===== src/rtl/pps_period_monitor.sv =====
// pps_period_monitor: PPS period/lock/error monitor; define PPS_TRIG_COUNT_EN to count i_trig pulses per PPS window
module pps_period_monitor #(
  parameter int PERIOD_NOM = 100000000,
  parameter int PERIOD_TOL = 1000,
  parameter int LOCK_NUM   = 3
) (
  input  logic        i_clk,
  input  logic        i_rst_n,
  input  logic        i_pps,
  input  logic        i_trig,
  input  logic        i_clr_err,
  output logic        o_pps_pulse,
  output logic [31:0] o_period,
  output logic        o_period_vld,
  output logic [15:0] o_trig_count,
  output logic        o_locked,
  output logic [1:0]  o_err,
  output logic [3:0]  o_cstate
);
  localparam logic [31:0] LO = 32'(PERIOD_NOM - PERIOD_TOL);
  localparam logic [31:0] HI = 32'(PERIOD_NOM + PERIOD_TOL);
  localparam int GW = $clog2(LOCK_NUM + 1);
  localparam logic [3:0] IDLE = 4'd0, MEASURE = 4'd1, LOCKED = 4'd2, LOST = 4'd3;
  logic [2:0] sync;
  logic [31:0] cnt;
  logic [GW-1:0] good_cnt, good_nxt;
  logic [3:0] state, state_nxt;
  logic [1:0] err_set;
  logic edge_det, tracking, report, is_short, is_long, valid, timeout, good_hit;
  assign edge_det = sync[1] & ~sync[2];
  assign tracking = state == MEASURE || state == LOCKED;
  assign report = edge_det & tracking;
  assign is_short = cnt < LO;
  assign is_long = cnt > HI;
  assign valid = ~is_short & ~is_long;
  assign timeout = tracking & ~edge_det & is_long;
  assign good_hit = good_cnt + GW'(1) == GW'(LOCK_NUM);
  assign o_cstate = state;
  always_ff @(posedge i_clk or negedge i_rst_n)
    if (!i_rst_n) begin
      state <= IDLE;
      o_locked <= 1'b0;
    end else begin
      state <= state_nxt;
      o_locked <= state_nxt == LOCKED;
    end
  always_comb begin
    state_nxt = IDLE;
    case (state)
      IDLE:    state_nxt = edge_det ? MEASURE : IDLE;
      MEASURE: state_nxt = timeout ? LOST : (report && valid && good_hit) ? LOCKED : MEASURE;
      LOCKED:  state_nxt = timeout ? LOST : (report && !valid) ? MEASURE : LOCKED;
      LOST:    state_nxt = edge_det ? MEASURE : LOST;
      default: state_nxt = IDLE;
    endcase
  end
  always_comb begin
    err_set = {timeout | (report & is_long), report & is_short};
    good_nxt = !report ? (state == LOST ? '0 : good_cnt)
             : !valid ? '0
             : state == MEASURE ? good_cnt + GW'(1) : good_cnt;
  end
  always_ff @(posedge i_clk or negedge i_rst_n)
    if (!i_rst_n) begin
      sync <= '0;
      cnt <= '0;
      good_cnt <= '0;
      o_pps_pulse <= 1'b0;
      o_period <= '0;
      o_period_vld <= 1'b0;
      o_err <= '0;
    end else begin
      sync <= {sync[1:0], i_pps};
      cnt <= edge_det ? 32'd1 : cnt + {31'd0, ~&cnt};
      good_cnt <= good_nxt;
      o_pps_pulse <= edge_det;
      o_period <= report ? cnt : o_period;
      o_period_vld <= report;
      o_err <= (o_err & {2{~i_clr_err}}) | err_set;
    end
`ifdef PPS_TRIG_COUNT_EN
  logic [15:0] tcnt;
  always_ff @(posedge i_clk or negedge i_rst_n)
    if (!i_rst_n) begin
      tcnt <= '0;
      o_trig_count <= '0;
    end else if (edge_det) begin
      o_trig_count <= tcnt;
      tcnt <= {15'd0, i_trig};
    end else if (i_trig && tcnt != '1) begin
      tcnt <= tcnt + 16'd1;
    end
`else
  logic unused_trig;
  assign unused_trig = i_trig;
  assign o_trig_count = '0;
`endif
endmodule


===== config.mk =====
export PLATFORM = sky130hd
export DESIGN_NAME = pps_period_monitor
export DESIGN_NICKNAME = d
export VERILOG_FILES = /design/src/rtl/pps_period_monitor.sv
export SDC_FILE = /design/constraint.sdc
export NUM_CORES = 1
export LEC_CHECK = 0
export ABC_CLOCK_PERIOD_IN_PS = 2600
export CAP_MARGIN = 20
export CELL_PAD_IN_SITES_DETAIL_PLACEMENT = 0
export CELL_PAD_IN_SITES_GLOBAL_PLACEMENT = 2
export CORE_MARGIN = 10
export CORE_UTILIZATION = 29
export DETAILED_ROUTE_END_ITERATION = 8
export GPL_ROUTABILITY_DRIVEN = 0
export GPL_TIMING_DRIVEN = 0
export HOLD_SLACK_MARGIN = 0.06
export MAX_ROUTING_LAYER = met4
export PLACE_DENSITY_LB_ADDON = 0.1
export REMOVE_ABC_BUFFERS = 1
export SLEW_MARGIN = 30
export SYNTH_ARGS = -nofsm -noshare
export SYNTH_HDL_FRONTEND = slang
export SYNTH_SLANG_ARGS = --single-unit
export TNS_END_PERCENT = 100

===== constraint.sdc =====
create_clock -name i_clk -period 2.6 [get_ports i_clk]
set_input_delay 0.52 -clock i_clk [delete_from_list [all_inputs] [get_ports i_clk]]
set_output_delay 0.52 -clock i_clk [all_outputs]
set_load 0.05 [all_outputs]

* Word level (Yosys, flattened, before mapping)
Index checks and enable logic that the tools add are counted.
** Word-level totals
- Register bits :: 78
- Input port bits :: 5
- Output and inout port bits :: 57
- Logic and storage cells :: 56
** Operators by class
- $add $sub $neg :: 2
- $lt $le $gt $ge :: 2
- Eq/ne operators :: 6
- Multiplexer cells :: 12
- Bitwise gates (word level) :: 15
- Reductions and logical operators :: 10
** Operator list (count)
- $add A32 B1 Y32 :: 1
- $gt A32 B27 Y1 const B :: 1
- $lt A32 B27 Y1 const B :: 1
- $mux W32 :: 1
- $reduce_and A32 Y1 :: 1
- $mux W2 :: 9
- $eq A4 B2 Y1 const B :: 3
- $pmux W2 S4 :: 1
- $and A1 B1 Y1 :: 7
- $not A1 Y1 :: 5
- $eq A4 B1 Y1 const B :: 1
- $logic_not A4 Y1 :: 1
- $logic_and A1 B1 Y1 :: 3
- $ne A3 B2 Y1 const B :: 1
- $add A2 B1 Y2 const B :: 1
- $and A2 B2 Y2 :: 1
- $eq A2 B2 Y1 const B :: 1
- $logic_not A1 Y1 :: 2
- $or A2 B2 Y2 :: 1
- $reduce_and A2 Y1 :: 1
- $reduce_bool A2 Y1 :: 1
- $logic_or A1 B1 Y1 :: 1
- $mux W1 :: 1
- $or A1 B1 Y1 :: 1

* Longest topological paths before layout
Gate-level depths: netlist of run 1.
- Word-level depth :: 9
- Gate-level depth with buffers :: 14

* Least setup slack after synthesis of run 1
No wires, ideal clock.
- Path kind :: register -> register
- Start point :: register cnt[13]
- End point :: register cnt[20]
- Data arrival time :: 2.644 ns
- Path slack :: -0.176 ns
- Cell stages (with the launch flop) :: 15
- Path buffers :: 2
- Clock period less this slack :: 2.776 ns
- Cells stage by stage :: dfrtp_1 > and3_1 > buf_2 > nand2_2 > nor4_1 > nand3_1 > or3_1 > ha_1 > ha_1 > and4_1 > nand3_1 > buf_2 > nor3_1 > xnor2_1 > nor2_1
** On the way
- Longest elaborated chain between the ends :: 4
** RTL lines
- start, declared :: line 25 : logic [31:0] cnt;
- start signal, assigned :: line 74 : cnt <= edge_det ? 32'd1 : cnt + {31'd0, ~&cnt};
- $reduce_and A32 Y1 :: line 74
- $logic_not A1 Y1 :: line 74
- $add A32 B1 Y32 (*) :: line 74
- $mux W32 (*) :: line 74
Every way passes the cells marked *; elsewhere a longest branch is shown, timed or not.
A chain may end at the register's enable or synchronous reset.

* Worst setup path after layout of run 1
- Start point :: register cnt[4]
- End point :: register cnt[18]
The elaborated chain is that of the path after synthesis.

==> results of run 1 <==
where the power goes:
group          leakage (nW)  internal (mW)  switching, mW
sequential             1.01           1.24         0.0577
combinational          1.05          0.143          0.281
clock                 0.173          0.989          0.506
cell type report:
cell class,instances,share of cell area [%]
Sequential cell,76,37.95
Multi-Input combinational cell,300,36.57
Timing Repair Buffer,67,12.73
Clock buffer,12,5.065
Tap cell,172,4.250
Clock inverter,4,1.878
Inverter,12,1.557
worst max-delay path, delay by kind of cell (launching register included):
family	cells	cell delay (ns)
AND/OR/NAND/NOR	8	1.46
flip-flops	1	0.41
adder cells (fa/ha/maj)	2	0.34
XOR/XNOR	1	0.16
sequential cells by signal, summed over array words and instances (netlist names):
register and cells:
cnt 32, good_cnt 2, o_cstate 2, o_err 2, o_locked 1, o_period 32, o_period_vld 1, o_pps_pulse 1
sync 3
layer usage:
| layer | vias up | track usage, % | share of wire [%] |
|---|---|---|---|
| met1 | 1465 | 15.22 | 50 |
| met5 | - | - | 0 |
| met4 | 0 | 5.744 | 2.1 |
| li1 | 1461 | - | - |
| met2 | 65 | 16.52 | 42 |
| met3 | 16 | 3.211 | 5.4 |
kinds of logic (layout without fill, tap and decap cells):
family / count (synthesis) / in the layout / synth area share (%)
buffers and inverters: 54 / 95 / 7.682
AO/OA/AOI/OAI: 35 / 35 / 5.928
multiplexers: 2 / 2 / 0.5298
flip-flops: 76 / 76 / 50.33
XOR/XNOR: 24 / 24 / 5.563
AND/OR/NAND/NOR: 212 / 214 / 27.55
adder cells (fa/ha/maj): 7 / 7 / 2.318
other: 1 / 18 / 0.09924
through the flow:
stage | hold slack [ns] | util [%] | power (mW) | std cells | TNS (ns)
finish | 0.3473 | 39.96 | 3.218 | 643 | 0
CTS | 0.3500 | 38.27 | 3.192 | 630 | 0
detailed placement | 0.3371 | 33.65 | 1.672 | 601 | -31.77
global placement | 0.3344 | 33.41 | 1.662 | 600 | -222.85
global route | 0.3655 | 39.96 | 3.348 | 643 | -0.007807
floorplan | 0.2244 | - | 1.538 | 386 | -4.245
Yosys cell counts, types with 2 or more instances:
library cell  number  area [um^2]
a21oi_1            7        35.03
a31oi_1            2        12.51
a41oi_1            2        17.52
and2_1             3        18.77
and3_1             3        18.77
and4_1             8        70.07
buf_1              4        15.01
buf_2              5        25.02
buf_4             19        142.6
clkbuf_1          11        41.29
clkbuf_2           2        10.01
dfrtp_1           76         1902
ha_1               7        87.58
inv_1             11        41.29
mux2i_1            2        20.02
nand2_1          108        405.4
nand2_2            2        12.51
nand2b_1           3        18.77
nand3_1           14        70.07
nand4_1            7        43.79
nor2_1            33        123.9
nor3_1             5        25.02
nor3_2             2        20.02
nor4_1             7        43.79
nor4b_1            2        17.52
o211ai_1           4        30.03
o21ai_0           12        60.06
or3_1              6        37.54
or4_4              2        22.52
xnor2_1           19        166.4
xor2_1             5        43.79
what timing repair did:
item,CTS,global route
endpoints found under the setup margin,66,25
hold buffers,1,0
cloned,1,1
pin swaps,3,10
endpoints found under the hold margin,19,0
gates resized for setup,32,28
buffers inserted,11,12
path summary, 6_finish.rpt:
path                              startpoint                       to  slack (ns)
min                        sync[0]$_DFF_PN0_        sync[1]$_DFF_PN0_        0.35
max                         cnt[4]$_DFF_PN0_        cnt[18]$_DFF_PN0_        0.11
min in group asynchronous            i_rst_n  o_period[4]$_DFFE_PN0P_        0.58
min reg2reg                sync[0]$_DFF_PN0_        sync[1]$_DFF_PN0_        0.35
max in group asynchronous            i_rst_n        cnt[17]$_DFF_PN0_        1.45
max reg2reg                 cnt[4]$_DFF_PN0_        cnt[18]$_DFF_PN0_        0.11
==> run_results.csv, run 1 <==
group,metric,value,unit
placed_design,hpwl,6332,um
clock_network,clk_latency,0.34,ns
logic_synthesis,synth_edf_count,0,
detailed_routing,firstDrtPassIters,4,
cells_and_area,final_cell_mix,"nand2_1, dfrtp_1, clkdlybuf4s50_1, nor2_1, buf_4",
timing,fin_crit_sh,95.87,%
placed_design,place_worst_setup_slack,-1.000,ns
grt,antenna_found_initial,0,
timing,finalMaxSlewViolations,0,
cells_and_area,seq_area,1922,um^2
clock_network,htree_levels,3,
setup_path,cp_cell_sequence,"nand2_2 > nor4_4 > nand3_1 > or3_4 > ha_4 > ha_4 > and4_4 > nand3_4 > nor3_1 > xnor2_1 > nor2_1",
setup_path,cp-start-kind,"flip-flop",
die,rows,41,
timing,worst_slack,0.1074,ns
placed_design,place_area,4264,um^2
logic_synthesis,ys_async_sr_fraction,100.0,%
logic_synthesis,yosysSeqAreaShare,50.33,%
setup_path,cp_max_fo,6,
die,ios,62,
grt,grtUsageTotal,11.75,%
job,maxCapViolations,0,
placed_design,numPortBuffers,42,
cells_and_area,final_layout_size_suffix_gt1_share,19.32,%
grt,grt_max_degree,58,
setup_path,required,2.82,ns
detailed_routing,vias,3007,
setup_path,end_kind,"flip-flop",
cells_and_area,multiInputGateArea,1852,um^2
pwr,p_leak,2.232,nW
die,fp.dieW,134.1,um
timing,slew_headroom,57.84,%
logic_synthesis,syn-instance-count,411,
pwr,vdd_ir_drop_max,0.3190,mV
clock_network,cts_buffers,9,
grt,grt_pass1_vias,3135,
grt,grt_pass1_wl,16460,um
logic_synthesis,postSynthAreaPerCell,9.194,um^2
cells_and_area,nets,478,
die,coreArea,12670,um^2
setup_path,crit_arrival,2.72,ns
timing,clock_skew,0.007663,ns
cells_and_area,nFillCells,1289,
status,status,"finished clean",
die,dieArea,17990,um^2
logic_synthesis,synth_cell_types,49,
detailed_routing,drc,0,
cells_and_area,area_delta_synth_final,34.01,%
timing,min_period,2.493,ns
setup_path,crit_type,"reg2reg",
cells_and_area,antenna_cells,0,
grt,overflow,0,
detailed_routing,wirelength,10070,um
timing,fmax,0.4012,GHz
timing,setup_viol,0,
setup_path,rr_worst_depth,11,
clock_network,cts.sinks,76,
clock_network,cts.clk_slew.worst_paths,0.06,ns
hold_path,hp-class,"reg2reg",
timing,finalHoldViolations,0,
clock_network,tritoncts,"done",
die,die_h,134.1,um
pwr,p_per_area,635.5,nW/um^2
logic_synthesis,syn_area,3779,um^2
detailed_routing,first_iter_violations,161,
setup_path,crit_top_cell,"ha_4",
detailed_routing,ant_nets,0,
logic_synthesis,synthFlopType,"dfrtp_1",
detailed_routing,viasPerCell,4.677,
clock_network,cts_root_buf,"clkbuf_16",
setup_path,cp_slowest_stage_delay,0.43,ns
timing,worstMarginPinSlew,0.6245,ns
cells_and_area,layout_commonest_cell,"nand2_1",
clock_network,cts_buffer_depth,2,
cells_and_area,final_area,5064,um^2
detailed_routing,wl_per_cell,15.66,um
logic_synthesis,ys_warn_count,0,
die,initial_core_util,29.82,%
hold_path,hold_depth,0,
logic_synthesis,ys_ff_latch,76,
setup_path,slowest_stage,"or3_4",
(Power assumes the default switching activity.)
==> run 2, diff against run 1 <==
GPL_TIMING_DRIVEN = not set   (was 0)
RECOVER_POWER = 100   (was not set)
==> run 2 against run 1 <==
Against the previous run:
- combinational power is essentially flat
- the run now ends with max-capacitance violations, max-slew violations left
- highest routed layer unchanged
- via count grew 0.50%
- clock-buffer cell count stayed put
- worst setup slack improved by 0.076 ns
- sequential power is 3% lower
- cell area down 2.9%
- sequential share of layout area is 0.74 points higher
- critical path type unchanged
- clock power decreased by 15%
- die area unchanged
- wire length is 0.85% lower
- core utilization decreased by 1.2 points
- non-clock buffer count is 22 higher
==> run_results.csv, run 2 (synthesis gave the netlist of run 1 again) <==
group,metric,value,unit
pwr,power.share.sequential,42.5,%
timing,fmax,0.4137,GHz
detailed_routing,vias,3022,
die,coreArea,12670,um^2
setup_path,cp-start-kind,"flip-flop",
pwr,vdd_ir_drop_max,0.2725,mV
die,initial_core_util,29.82,%
cells_and_area,nFillCells,1319,
pwr,sw_frac_of_total,27.52,%
die,dieArea,17990,um^2
pwr,p_int,2.150,mW
timing,slew_headroom,-40.26,%
cells_and_area,multiInputGateArea,1663,um^2
placed_design,numPortBuffers,42,
detailed_routing,wirelength,9986,um
die,fp.dieW,134.1,um
hold_path,hp-class,"reg2reg",
setup_path,path_delay_family,"simple AND/OR/NAND/NOR gates",
clock_network,cts.sinks,76,
setup_path,cp_cell_sequence,"and3_1 > nand2_2 > nor4_2 > nand3_1 > or3_1 > ha_2 > ha_1 > and4_1 > nand3_2 > buf_12 > nor4_2 > xnor2_1 > nor2_1",
timing,setup_viol,0,
cells_and_area,final_cell_mix,"nand2_1, dfrtp_1, buf_4, dlygate4sd3_1, nor2_1",
grt,grt_pass1_vias,3074,
detailed_routing,drc,0,
setup_path,required,2.81,ns
detailed_routing,wl_per_cell,15.06,um
setup_path,cp_max_fo,14,
pwr,p_switching,816.5,uW
grt,grtUsageTotal,11.97,%
detailed_routing,ant_nets,0,
clock_network,tritoncts,"done",
grt,antenna_found_initial,0,
pwr,p_leak,2.395,nW
timing,min_period,2.417,ns
cells_and_area,layout.cells.non_filler,663,
die,rows,41,
job,maxCapViolations,1,
timing,whs,0.3513,ns
clock_network,cts_buffers,9,
timing,finalHoldViolations,0,
grt,grt_pass1_wl,16730,um
clock_network,cts_buffer_depth,2,
setup_path,cp_slowest_stage_delay,0.34,ns
setup_path,slowest_stage,"dfrtp_1",
setup_path,critical_path_buf_inv_count,1,
clock_network,cts_root_buf,"clkbuf_16",
pwr,p_clk_share,43.2,%
detailed_routing,first_iter_violations,144,
timing,fin_crit_sh,92.96,%
grt,grt-busiest-layer,"met2",
setup_path,crit_top_cell,"nor4_2",
setup_path,crit_type,"reg2reg",
timing,finalMaxSlewViolations,36,
setup_path,end_kind,"flip-flop",
pwr,power_frac_comb,14.2,%
pwr,p_per_area,603.7,nW/um^2
clock_network,htree_levels,3,
cells_and_area,final_layout_size_suffix_gt1_share,15.27,%
cells_and_area,layout_commonest_cell,"nand2_1",
die,die_h,134.1,um
grt,grt_max_degree,42,
cells_and_area,nets,498,
cells_and_area,antenna_cells,0,
timing,worstMarginPinSlew,2.104,ns
timing,rsz0062_at_grt,"false",
die,ios,62,
grt,met3_usage,3.211,%
grt,grt_use_met1,16.01,%
grt,grtUsageMet2,16.71,%
placed_design,hpwl,7040,um
timing,clock_skew,0.007118,ns
detailed_routing,firstDrtPassIters,4,
cells_and_area,area_delta_synth_final,30.07,%
cells_and_area,seq_area,1902,um^2
grt,overflow,0,
status,status,"finished, violations left",
placed_design,dp_cells,644,
clock_network,cts.clk_slew.worst_paths,0.06,ns
clock_network,clk_latency,0.34,ns
detailed_routing,viasPerCell,4.558,
setup_path,crit_arrival,2.63,ns
cells_and_area,reg.largest.list,"cnt x32, o_period x32, sync x3",
status,violations,"max-capacitance violations, max-slew violations",
## run 2: cell types whose count changed in the layout (fill, tap and decap cells not counted), moves of 4 or more
cell             delta
clkdlybuf4s50_1    -40
dlygate4sd3_1      +39
buf_4              +20
dfrtp_1            +16
dfrtp_2            -16
and4_1              +4
## run 2: metrics by stage
step                      utilization, %  TNS (ns)  total power [mW]  setup slack, ns  cell area [um^2]
final                              38.79         0             2.967           0.1829              4915
after global routing               38.79         0             3.119         0.009974              4915
after CTS                          38.72         0             3.032          0.03565              4906
after detailed placement           36.19   -0.2736             1.725         -0.04422              4586
after global placement             36.19         0             1.718          0.01290              4586
after floorplan                        -    -4.245             1.538          -0.4153              3597
## run 2: per-layer routing
layer,vias to the layer above,share of wire (%)
met2,52,41
li1,1496,-
met4,0,1.8
met3,14,4.2
met1,1460,53
met5,-,0
## run 2: final cells by class
type / count / share of cell area [%]
Multi-Input combinational cell: 298 / 33.83
Timing Repair Buffer: 89 / 15.99
Sequential cell: 76 / 38.70
Clock inverter: 4 / 0.9674
Inverter: 12 / 0.9165
Tap cell: 172 / 4.379
Clock buffer: 12 / 5.219
## run 2: worst paths after layout
kind	from	to	slack, ns	cells after the start
hold reg to reg	sync[0]$_DFF_PN0_	sync[1]$_DFF_PN0_	0.35	0
setup / recovery	cnt[10]$_DFF_PN0_	cnt[28]$_DFF_PN0_	0.18	13
max in group asynchronous	i_rst_n	o_period[24]$_DFFE_PN0P_	0.60	1
min in group asynchronous	i_rst_n	o_period[2]$_DFFE_PN0P_	0.78	1
setup reg to reg	cnt[10]$_DFF_PN0_	cnt[28]$_DFF_PN0_	0.18	13
hold / removal	sync[0]$_DFF_PN0_	sync[1]$_DFF_PN0_	0.35	0
## run 2: timing repair
item | in CTS | in global routing
buffers inserted | 0 | 3
setup endpoints to repair | 7 | 15
resized for setup | 3 | 5
pin swaps | 0 | 3
hold buffers | 0 | 0
## run 2: power by group through the flow
stage	Sequential [mW]	Combinational (mW)	Clock (mW)
2_1_floorplan	1.39	0.148	0
3_3_place_gp	1.28	0.435	0
3_5_place_dp	1.29	0.439	0
4_1_cts	1.26	0.441	1.33
5_1_grt	1.27	0.468	1.38
6_report	1.26	0.422	1.28
==> run 3, diff against run 2 <==
CTS_BUF_LIST = sky130_fd_sc_hd__clkbuf_8 sky130_fd_sc_hd__clkbuf_16   (was not set)
==> run 3 against run 2 <==
Against the previous run:
- the flow still finishes with violations (max-capacitance violations, max-slew violations)
- flip-flop and latch count unchanged
- critical endpoint unchanged
- global-route usage did not move
- highest routed layer unchanged
- core utilization stayed put
- final cell count unchanged
==> run_results.csv, run 3 (synthesis gave the netlist of run 1 again) <==
group,metric,value,unit
setup_path,crit_arrival,2.63,ns
clock_network,cts_root_buf,"clkbuf_16",
cells_and_area,antenna_cells,0,
timing,min_period,2.417,ns
timing,clock_skew,0.008820,ns
grt,grt_pass1_wl,16730,um
setup_path,slowest_stage,"dfrtp_1",
pwr,p_clk_share,43.2,%
cells_and_area,area_delta_synth_final,30.07,%
detailed_routing,ant_nets,0,
placed_design,place_worst_setup_slack,-0.04422,ns
timing,finalHoldViolations,0,
placed_design,numPortBuffers,42,
die,dieArea,17990,um^2
cells_and_area,seq_area,1902,um^2
detailed_routing,viasPerCell,4.554,
detailed_routing,drc,0,
clock_network,holdBufCountCts,0,
cells_and_area,layout_commonest_cell,"nand2_1",
detailed_routing,first_iter_violations,144,
detailed_routing,wl_per_cell,15.06,um
cells_and_area,nFillCells,1319,
cells_and_area,reg.largest.list,"cnt x32, o_period x32, sync x3",
clock_network,tritoncts,"done",
hold_path,hp-class,"reg2reg",
timing,fin_crit_sh,92.98,%
setup_path,cp_cell_sequence,"and3_1 > nand2_2 > nor4_2 > nand3_1 > or3_1 > ha_2 > ha_1 > and4_1 > nand3_2 > buf_12 > nor4_2 > xnor2_1 > nor2_1",
grt,overflow,0,
timing,tns,0,ns
timing,finalMaxSlewViolations,36,
detailed_routing,wirelength,9986,um
die,ios,62,
clock_network,cts_buffer_depth,2,
die,initial_core_util,29.82,%
die,fp.dieW,134.1,um
die,die_h,134.1,um
timing,worst_slack,0.1825,ns
setup_path,required,2.81,ns
timing,slew_headroom,-40.25,%
pwr,sw_frac_of_total,27.58,%
cells_and_area,final_cell_mix,"nand2_1, dfrtp_1, buf_4, dlygate4sd3_1, nor2_1",
clock_network,htree_levels,3,
setup_path,r2r_setup_slack,0.18,ns
cells_and_area,fin_util,38.79,%
die,coreArea,12670,um^2
grt,antenna_found_initial,0,
job,maxCapViolations,1,
timing,fmax,0.4137,GHz
grt,grt_max_degree,42,
clock_network,cts_buffers,9,
cells_and_area,nets,498,
cells_and_area,multiInputGateArea,1663,um^2
pwr,p_switching,817.5,uW
setup_path,cp_slowest_stage_delay,0.34,ns
status,violations,"max-capacitance violations, max-slew violations",
setup_path,end_kind,"flip-flop",
detailed_routing,vias,3019,
pwr,p_int,2.146,mW
pwr,power.share.sequential,42.6,%
clock_network,cts.sinks,76,
timing,worstMarginPinSlew,2.104,ns
pwr,p_per_area,603.1,nW/um^2
pwr,vdd_ir_drop_max,0.2681,mV
setup_path,cp_max_fo,14,
die,rows,41,
detailed_routing,firstDrtPassIters,4,
pwr,power_frac_comb,14.2,%
setup_path,cp-start-kind,"flip-flop",
timing,rsz0062_at_grt,"false",
pwr,p_total,2.964,mW
status,status,"finished, violations left",
grt,grtUsageTotal,11.97,%
clock_network,cts.clk_slew.worst_paths,0.06,ns
clock_network,clk_latency,0.34,ns
placed_design,hpwl,7040,um
cells_and_area,final_layout_size_suffix_gt1_share,15.27,%
pwr,p_leak,2.399,nW
setup_path,crit_type,"reg2reg",
grt,grt_pass1_vias,3074,
timing,setup_viol,0,
setup_path,crit_top_cell,"nor4_2",
## run 3: final cells by class
| cell class | instances | area share, % |
|---|---|---|
| Clock buffer | 11 | 5.143 |
| Clock inverter | 5 | 1.044 |
| Inverter | 12 | 0.9165 |
| Multi-Input combinational cell | 298 | 33.83 |
| Sequential cell | 76 | 38.70 |
| Tap cell | 172 | 4.379 |
| Timing Repair Buffer | 89 | 15.99 |
## run 3: timing repair
item                                   CTS  global route
resized for setup                        3             5
pin swaps                                0             3
setup buffers                            0             3
setup endpoints to repair                7            15
endpoints found under the hold margin    0             0
## run 3: critical path, delay by kind of cell, from the launching register on
family                     cells  cell delay (ns)
buffers and inverters          1             0.14
xor gates and xnor gates       1             0.16
and+or+nand+nor                9             1.28
adders and majority gates      2             0.38
DFF                            1             0.34
## run 3: stage by stage
stage | hold WS, ns | cells | area, um^2
floorplan | 0.2244 | 386 | 3597
global placement | 0.3352 | 644 | 4586
detailed placement | 0.3372 | 644 | 4586
CTS | 0.1593 | 660 | 4906
global route | 0.3702 | 663 | 4915
finish | 0.3513 | 663 | 4915
## run 3: worst paths after layout
| path | cells past startpoint | endpoint | from |
|---|---|---|---|
| hold reg to reg | 0 | sync[1]$_DFF_PN0_ | sync[0]$_DFF_PN0_ |
| min in group asynchronous | 1 | o_period[2]$_DFFE_PN0P_ | i_rst_n |
| setup / recovery | 13 | cnt[28]$_DFF_PN0_ | cnt[10]$_DFF_PN0_ |
| max in group asynchronous | 1 | o_period[24]$_DFFE_PN0P_ | i_rst_n |
| hold / removal | 0 | sync[1]$_DFF_PN0_ | sync[0]$_DFF_PN0_ |
| setup reg to reg | 13 | cnt[28]$_DFF_PN0_ | cnt[10]$_DFF_PN0_ |
## run 3: layer usage
| metal | track usage (%) | share of wire [%] | vias to the layer above |
|---|---|---|---|
| li1 | - | - | 1496 |
| met1 | 16.01 | 53 | 1459 |
| met2 | 16.71 | 41 | 50 |
| met3 | 3.211 | 4.2 | 14 |
| met4 | 4.897 | 1.8 | 0 |
| met5 | - | 0 | - |
## run 3: power groups by stage
stage / combinational [mW] / clock (mW) / sequential, mW
final: 0.422 / 1.28 / 1.26
after global routing: 0.468 / 1.38 / 1.27
after CTS: 0.441 / 1.32 / 1.26
after detailed placement: 0.439 / 0 / 1.29
after global placement: 0.435 / 0 / 1.28
after floorplan: 0.148 / 0 / 1.39
